## src/rtl/vid_arb_pkg.sv

```systemverilog
// ============================================================================
// Module   : vid_arb_pkg
// Purpose  : Shared types and helpers for the video/CPU RAM port arbiter.
// Revision : 1.0 - initial release
// ============================================================================
`default_nettype none

package vid_arb_pkg;

  typedef enum logic [1:0] {
    IDLE    = 2'd0,
    PENDING = 2'd1,
    CAPTURE = 2'd2,
    RELEASE = 2'd3
  } arb_state_t;

  localparam logic OWNER_VID = 1'b0;
  localparam logic OWNER_CPU = 1'b1;

  // Bits needed to hold values 0..value-1, never less than 1.
  function automatic int clog2(input int value);
    int w;
    w = 1;
    while ((1 << w) < value) w++;
    return w;
  endfunction

endpackage

`default_nettype wire

```

## src/rtl/vid_arb_stats.sv

```systemverilog
// ============================================================================
// Module   : vid_arb_stats
// Purpose  : Saturating steal / wait event counters for the RAM port arbiter.
// Revision : 1.0 - initial release
// ============================================================================
`default_nettype none

module vid_arb_stats (
  input  logic        clk,
  input  logic        reset,
  input  logic        steal_inc,
  input  logic        wait_inc,
  output logic [15:0] stat_steals,
  output logic [15:0] stat_waits
);

  logic [15:0] r_steals;
  logic [15:0] r_waits;

  always_ff @(posedge clk) begin
    if (!reset) begin
      r_steals <= 16'd0;
      r_waits  <= 16'd0;
    end else begin
      if (steal_inc && r_steals != 16'hFFFF) r_steals <= r_steals + 16'd1;
      if (wait_inc && r_waits != 16'hFFFF)   r_waits  <= r_waits + 16'd1;
    end
  end

  assign stat_steals = r_steals;
  assign stat_waits  = r_waits;

endmodule

`default_nettype wire

```

## src/rtl/vid_mem_arbiter.sv

```systemverilog
// ============================================================================
// Module   : vid_mem_arbiter
// Purpose  : Shares one sync-read RAM port between video fetch and CPU access.
//            Optional ARB_STATS_EN adds steal/wait statistics outputs.
// Revision : 1.0 - initial release
// ============================================================================
`default_nettype none

module vid_mem_arbiter
  import vid_arb_pkg::*;
#(
  parameter int AW       = 16,
  parameter int DW       = 8,
  parameter int MAX_WAIT = 15
) (
  input  logic          clk,
  input  logic          reset,
  input  logic          vid_req,
  input  logic [AW-1:0] vid_addr,
  output logic [DW-1:0] vid_data,
  output logic          vid_stale,
  input  logic          cpu_req,
  input  logic          cpu_we,
  input  logic [AW-1:0] cpu_addr,
  input  logic [DW-1:0] cpu_wdata,
  output logic          cpu_ack,
  output logic [DW-1:0] cpu_rdata,
  output logic [AW-1:0] mem_addr,
  output logic [DW-1:0] mem_wdata,
  output logic          mem_we,
  input  logic [DW-1:0] mem_rdata
`ifdef ARB_STATS_EN
  ,
  output logic [15:0]   stat_steals,
  output logic [15:0]   stat_waits
`endif
);

  localparam int                  c_WAIT_W     = clog2(MAX_WAIT + 1);
  localparam logic [c_WAIT_W-1:0] c_WAIT_LIMIT = c_WAIT_W'(MAX_WAIT);

  arb_state_t          r_state;
  logic [c_WAIT_W-1:0] r_wait_cnt;
  logic                r_ack;
  logic                r_cap_read;
  logic [DW-1:0]       r_rdata;
  logic                r_tag;
  logic                r_prev_vid_req;
  logic [DW-1:0]       r_hold;
  logic                w_cpu_gnt;

  // A pending CPU access takes any free slot, or steals one once it has waited long enough.
  assign w_cpu_gnt = (r_state == PENDING) && (!vid_req || (r_wait_cnt == c_WAIT_LIMIT));

  assign mem_addr  = w_cpu_gnt ? cpu_addr : vid_addr;
  assign mem_we    = w_cpu_gnt & cpu_we;
  assign mem_wdata = cpu_wdata;

  always_ff @(posedge clk) begin
    if (!reset) begin
      r_state    <= IDLE;
      r_wait_cnt <= '0;
      r_ack      <= 1'b0;
      r_cap_read <= 1'b0;
      r_rdata    <= '0;
    end else begin
      r_ack      <= w_cpu_gnt;
      r_cap_read <= w_cpu_gnt & ~cpu_we;
      case (r_state)
        IDLE: begin
          if (cpu_req) r_state <= PENDING;
        end
        PENDING: begin
          if (w_cpu_gnt) begin
            r_state <= CAPTURE;
          end else if (r_wait_cnt != c_WAIT_LIMIT) begin
            r_wait_cnt <= r_wait_cnt + c_WAIT_W'(1);
          end
        end
        CAPTURE: begin
          if (r_cap_read) r_rdata <= mem_rdata;
          r_wait_cnt <= '0;
          r_state    <= RELEASE;
        end
        RELEASE: begin
          if (!cpu_req) r_state <= IDLE;
        end
        default: r_state <= IDLE;
      endcase
    end
  end

  assign cpu_ack   = r_ack;
  assign cpu_rdata = r_cap_read ? mem_rdata : r_rdata;

  // Owner tag follows the read latency so returning data is routed to the right side.
  always_ff @(posedge clk) begin
    if (!reset) begin
      r_tag          <= OWNER_VID;
      r_prev_vid_req <= 1'b0;
      r_hold         <= '0;
    end else begin
      r_tag          <= w_cpu_gnt ? OWNER_CPU : OWNER_VID;
      r_prev_vid_req <= vid_req;
      if (r_tag == OWNER_VID) r_hold <= mem_rdata;
    end
  end

  assign vid_data  = (r_tag == OWNER_CPU) ? r_hold : mem_rdata;
  assign vid_stale = (r_tag == OWNER_CPU) & r_prev_vid_req;

`ifdef ARB_STATS_EN
  logic w_steal_inc;
  logic w_wait_inc;

  assign w_steal_inc = w_cpu_gnt & vid_req;
  assign w_wait_inc  = (r_state == PENDING) & ~w_cpu_gnt;

  vid_arb_stats u_stats (
    .clk         (clk),
    .reset       (reset),
    .steal_inc   (w_steal_inc),
    .wait_inc    (w_wait_inc),
    .stat_steals (stat_steals),
    .stat_waits  (stat_waits)
  );
`else
  // Statistics counters are not built in this configuration.
`endif

endmodule

`default_nettype wire

```

## config.mk

```make
export PLATFORM = sky130hd
export DESIGN_NAME = vid_mem_arbiter
export DESIGN_NICKNAME = d
export VERILOG_FILES = /design/src/rtl/vid_arb_pkg.sv /design/src/rtl/vid_arb_stats.sv /design/src/rtl/vid_mem_arbiter.sv
export SDC_FILE = /design/constraint.sdc
export NUM_CORES = 1
export LEC_CHECK = 0
export CAP_MARGIN = 20
export CORE_MARGIN = 2
export CORE_UTILIZATION = 39
export CTS_CLUSTER_SIZE = 28
export DETAILED_ROUTE_END_ITERATION = 6
export HOLD_SLACK_MARGIN = 0.12
export PLACE_DENSITY = 0.92
export RECOVER_POWER = 25
export SLEW_MARGIN = 40
export SYNTH_ARGS = -nofsm -noshare
export SYNTH_HDL_FRONTEND = slang
export SYNTH_SLANG_ARGS = --single-unit
```

## constraint.sdc

```tcl
create_clock -name clk -period 3.2 [get_ports clk]
set_input_delay 0.32 -clock clk [delete_from_list [all_inputs] [get_ports clk]]
set_output_delay 0.32 -clock clk [all_outputs]
set_load 0.03 [all_outputs]
```

==> results of run 1 <==
worst paths after layout:
kind	startpoint	endpoint	slack, ps	cells after the start
worst max-delay path	r_wait_cnt[1]$_SDFFE_PN0P_	mem_addr[14]	300	5
worst min-delay path	r_rdata[5]$_SDFFE_PN0P_	r_rdata[5]$_SDFFE_PN0P_	480	2
worst max register to register	r_state[0]$_SDFFE_PN0P_	r_wait_cnt[1]$_SDFFE_PN0P_	1310	5
worst min register to register	r_rdata[5]$_SDFFE_PN0P_	r_rdata[5]$_SDFFE_PN0P_	480	2
cell usage in the layout, fill, tap and decap left out, types with 2 or more instances in the layout:
| master | n |
|---|---|
| inv_1 | 5 |
| nor3_1 | 10 |
| o2111a_1 | 2 |
| ha_1 | 5 |
| and3_1 | 2 |
| nor2_1 | 19 |
| mux2i_1 | 2 |
| and2_0 | 2 |
| a31oi_1 | 2 |
| nand2_1 | 6 |
| and2_1 | 10 |
| clkbuf_8 | 3 |
| mux2_2 | 22 |
| mux2_4 | 10 |
| clkdlybuf4s50_1 | 78 |
| dfxtp_1 | 25 |
per-stage QoR:
stage / setup slack, ps / cell area, um^2
CTS: 301.8 / 2286
floorplan: 1318 / 1503
global route: 172.7 / 2282
finish: 298.2 / 2282
detailed placement: 595.2 / 2240
global placement: 647.3 / 2240
tightest hold or removal path, cell delays in order (launching register included):
cell and delay (ps):
dfxtp_1 320, nor2_1 80, nor3_1 50
per-layer routing:
layer / global-route usage, % / part of all wire, %
met1: 19.17 / 38
met4: 5.867 / 1.1
met2: 31.31 / 49
met5: 0 / 0
met3: 6.985 / 11
sequential cells by signal, indices dropped and copies added (netlist names):
signal	flops
r_hold	8
r_rdata	8
r_wait_cnt	4
r_state	2
cpu_ack	1
r_cap_read	1
r_prev_vid_req	1
cell families (layout without fill, tap and decap cells):
group,after synthesis,after routing,share of synthesized area [%]
compound gates,13,13,7.743
fa+ha+maj,5,5,4.163
buf+inv,23,89,9.325
flops,25,25,33.31
mux,34,34,27.81
simple gates,54,54,17.65
synthesized netlist by cell type (all sizes together):
cell,n
nand3b,1
nand2,6
nor2,19
mux2,32
o31ai,1
nor3,10
or4,1
and2,12
a211oi,1
o2111a,2
and3,2
o21a,1
o211ai,1
nand3,1
o311ai,1
ha,5
inv,5
mux2i,2
dfxtp,25
a311o,1
buf,12
o211a,1
o21ai,1
nand4,1
nor3b,1
a31oi,2
clkbuf,6
a221o,1
area by class of cell:
class	instances	share of cell area, %
Multi-Input combinational cell	106	37.77
Inverter	5	0.8224
Tap cell	48	2.632
Sequential cell	25	21.93
Clock buffer	3	1.809
Clock inverter	1	0.2193
Timing Repair Buffer	80	34.81
power by group through the flow:
stage / clock network, mW / logic [mW] / registers [mW]
floorplan: 0 / 0.513 / 0.407
global placement: 0 / 0.732 / 0.416
detailed placement: 0 / 0.741 / 0.420
CTS: 0.191 / 0.744 / 0.413
global route: 0.206 / 0.789 / 0.419
finish: 0.188 / 0.735 / 0.411
==> metrics.md, run 1 <==
| Metric | Value |
|---|---|
| Post-DP HPWL | 2885 um |
| Crit-path cells | ha_1, and3_1, o21a_4, mux2_2, clkdlybuf4s50_1 |
| Flop pwr share | 30.8% |
| Share of cells above drive strength 1 | 16.82% |
| Synth warn | 0 |
| Int Power | 0.8172 mW |
| Period minus WS final | 2902 ps |
| Pins Over Slew Limit | 0 |
| First-pass GRT wire length | 5899 um |
| Nets@finish | 279 |
| Crit path buf inv count | 1 |
| Fmax achieved | 344.6 MHz |
| Clock buffer depth | 2 |
| Worst slew pin tran | 765.1 ps |
| Switch share | 38.75% |
| GRT Overall Usage | 17.70% |
| Syn nets | 212 |
| Cell area after synthesis | 1503 um^2 |
| RSZ-0062 raised after global routing | false |
| Cts hold-fix bufs | 0 |
| Layout Utilization | 61.87% |
| Slew headroom | 48.99% |
| Slowest stage cell on the critical path | clkdlybuf4s50_1 |
| Sequential fraction of the synthesis area | 33.31% |
| Clock root cell | clkbuf_8 |
| Crit path required time | 2880 ps |
| Final GP Congestion | 0.8005 |
| Initial antenna violation count | 0 |
| WL/cell | 13.83 um |
| Number of distinct library cells after synthesis | 31 |
| Cells after DPL | 264 |
| Core area | 3689 um^2 |
| Crit start category | register |
| Clock Skews | 8.933 ps |
| Clock share of power | 14.1% |
| Total Wirelength | 3706 um |
| Port Buffers | 79 |
| Sw Pwr | 0.5170 mW |
| Synth area leaders | dfxtp_1, mux2_2, mux2_4 |
| Clk sinks | 25 |
| Pwr Density | 584.6 nW/um^2 |
| Max_cap viols | 0 |
| Vias per Instance | 4.989 |
| Iteration-0 DRC Markers | 40 |
| Crit path max-delay family | buffers and inverters |
| Worst-path fanout max | 21 |
| CTS tree | done |
| FP Rows | 22 |
| CP Class | register to output pin |
| Setup violators final | 0 |
| DRT Pass-1 Iters | 4 |
| Area Overhead vs Synth | 51.87% |
| WHS | 484.9 ps |
| Die width | 66.07 um |
| Final TNS setup | 0 ps |
| Mapped Cells | 154 |
| Hold Fails Final Rpt | 0 |
| Largest net degree at the start of global routing | 22 |
| Final total power | 1.334 mW |
| Routed vias | 1337 |
| Multi-input gate area | 862.1 um^2 |
| Antenna cells | 0 |
| Fillers | 327 |
| IO Pins | 96 |
| Num CTS Buffers | 3 |
| Vias in the first global route | 1319 |
| Endpoint class of the critical path | output pin |
| Max incr delay on CP | 590 ps |
| DIE AREA | 4365 um^2 |
| Mapped Avg Cell Area | 9.758 um^2 |
| Final ANT Viol Nets | 0 |
| Worst Hold Class | register to register |
| Register area | 500.5 um^2 |
| Die Height | 66.07 um |
| Initial core utilization | 40.74% |
| GRT overflow | 0 |
| Post_cts resized | 0 |
| Arr. time, crit path | 2580 ps |
| H-tree Lvls | 1 |
| Top-area cell type share of the netlist area | 33.31% |
| Fin crit share | 90.68% |
| DRC viols | 0 |
| Largest area contributor in the synthesized netlist | dfxtp_1 |
| Non-Filler Instances | 268 |
| Peak supply drop | 0.2467 mV |
| Logic pwr share | 55.0% |
| Yosys reg bits | 25 |
| Worst-Skew Late Latency | 270 ps |
| Status | completed |
| Clk pin slew, worst setup/hold paths | 90 ps |
| Postcts setup bufs | 0 |
| Pleak | 0.8973 nW |
No activity file was read; power rests on OpenSTA's default activity.
==> run 2, diff against run 1 <==
PLACE_DENSITY = 0.82   (was 0.92)
==> metrics.md, run 2 (synthesized netlist as in run 1, its figures left out) <==
| Metric | Value |
|---|---|
| GR met1 Demand/Resource | 17.19% |
| Max_cap viols | 0 |
| CTS tree | done |
| Final GP Congestion | 0.7947 |
| H-tree Lvls | 1 |
| Worst Hold Class | register to register |
| Most common cell after layout, fill and taps aside | clkdlybuf4s50_1 |
| Initial core utilization | 40.74% |
| Worst-Skew Late Latency | 270 ps |
| Setup violators final | 0 |
| Hold path startpoint | r_rdata[2]$_SDFFE_PN0P_ |
| Clock buffer depth | 2 |
| Clock Skews | 1.168 ps |
| Antenna cells | 0 |
| RSZ-0062 raised after global routing | false |
| Status | completed |
| Worst Setup Slack, final | 268.3 ps |
| Commonest non-fill, non-tap cells in the layout | clkdlybuf4s50_1, dfxtp_1, mux2_2, nor2_1 |
| Initial antenna violation count | 0 |
| Post-Place Worst Slack | 553.8 ps |
| Port Buffers | 79 |
| Crit-path cells | ha_1, and3_1, o21a_4, mux2_2, clkdlybuf4s50_1 |
| Register area | 500.5 um^2 |
| Post_cts resized | 0 |
| Period minus WS final | 2932 ps |
| Area Overhead vs Synth | 51.79% |
| Share of cells above drive strength 1 | 16.36% |
| Die width | 66.07 um |
| Clk pin slew, worst setup/hold paths | 80 ps |
| Reg2reg start | r_state[0]$_SDFFE_PN0P_ |
| Core area | 3689 um^2 |
| Fillers | 326 |
| Non-Filler Instances | 268 |
| Hold EP | r_rdata[2]$_SDFFE_PN0P_ |
| First-pass GRT wire length | 5671 um |
| M2 GR Usage | 31.94% |
| Met3 GRT Util | 5.622% |
| Total Wirelength | 3512 um |
| Top flop regs | r_hold: 8 flops, r_rdata: 8 flops, r_wait_cnt: 4 flops |
| DIE AREA | 4365 um^2 |
| Vias in the first global route | 1307 |
| Die Height | 66.07 um |
| R2R Setup Slk | 1320 ps |
| GRT Overall Usage | 17.16% |
| DRC viols | 0 |
| CP Class | register to output pin |
| Cells after DPL | 264 |
| Pins Over Slew Limit | 0 |
| Hold Fails Final Rpt | 0 |
| Clk sinks | 25 |
| Final total power | 1.330 mW |
| Cts hold-fix bufs | 0 |
| Arr. time, crit path | 2610 ps |
| Num CTS Buffers | 3 |
| Fmax achieved | 341.1 MHz |
| Slowest stage cell on the critical path | clkdlybuf4s50_1 |
| Iteration-0 DRC Markers | 35 |
| Clock root cell | clkbuf_8 |
| Crit path required time | 2880 ps |
| Pwr Density | 583.2 nW/um^2 |
| Hold Crit Depth | 2 |
| WHS | 478.2 ps |
| Worst slew pin tran | 727.2 ps |
| Final ANT Viol Nets | 0 |
| Routed vias | 1311 |
| WL/cell | 13.10 um |
| Crit start category | register |
| GRT overflow | 0 |
| FP Rows | 22 |
| Final TNS setup | 0 ps |
| Largest net degree at the start of global routing | 22 |
| Nets@finish | 279 |
| Endpoint class of the critical path | output pin |
| Slew headroom | 51.52% |
| Fin crit share | 91.62% |
| Worst-path fanout max | 21 |
| DRT Pass-1 Iters | 4 |
| Vias per Instance | 4.892 |
| Max incr delay on CP | 600 ps |
| Pleak | 0.8938 nW |
| Postcts setup bufs | 0 |
| GRT Max-Usage Layer | met2 |
| Crit Reg-Reg Endpoint | r_wait_cnt[1]$_SDFFE_PN0P_ |
| Peak supply drop | 0.2391 mV |
| IO Pins | 96 |
| Worst Reg-to-Reg Cells | 5 |
| Multi-input gate area | 862.1 um^2 |
## run 2: cell count changes in the layout (fill, tap and decap cells not counted)
cell / before / now
clkinv_2: 1 / 0
clkbuf_1: 1 / 2
and2_1: 10 / 9
and2_0: 2 / 3
## run 2: layout make-up
class                           instances  share of cell area [%]
Multi-Input combinational cell        106                   37.79
Inverter                                5                  0.8228
Clock buffer                            4                   1.975
Tap cell                               48                   2.633
Sequential cell                        25                   21.94
Timing Repair Buffer                   80                   34.83
## run 2: through the flow
| stage | utilization [%] | instance area (um^2) |
|---|---|---|
| after CTS | 61.94 | 2285 |
| after detailed placement | 60.72 | 2240 |
| after global routing | 61.84 | 2281 |
| after floorplan | - | 1503 |
| final | 61.84 | 2281 |
| after global placement | 60.72 | 2240 |
## run 2: power breakdown
group	internal, mW	switching (mW)	leakage (nW)
clock	0.0890	0.0958	0.0228
combinational	0.358	0.375	0.666
sequential	0.372	0.0408	0.205
## run 2: worst max-delay path by stage
stage / startpoint / end / slack, ps / depth (start not counted)
finish: r_wait_cnt[0]$_SDFFE_PN0P_ / mem_addr[9] / 270 / 5
global route: r_wait_cnt[0]$_SDFFE_PN0P_ / mem_addr[9] / 120 / 5
CTS: r_wait_cnt[0]$_SDFFE_PN0P_ / mem_addr[9] / 240 / 5
detailed placement: r_wait_cnt[0]$_SDFFE_PN0P_ / mem_addr[9] / 550 / 5
global placement: vid_req / mem_addr[9] / 630 / 5
floorplan: r_wait_cnt[0]$_SDFFE_PN0P_ / mem_addr[0] / 1320 / 6
## run 2: critical path: cells and delay by family, from the launching register on
family	cells	cell delay [ps]
buffers and inverters	1	600
DFF	1	400
and+or+nand+nor	1	340
adders and majority gates	1	240
muxes	1	390
AOI/OAI and AO/OA	1	360
## run 2: layer usage
| layer | part of all wire, % | vias to the layer above |
|---|---|---|
| met5 | 0 | - |
| met4 | 1.8 | 0 |
| li1 | - | 660 |
| met3 | 11 | 5 |
| met2 | 49 | 63 |
| met1 | 38 | 583 |
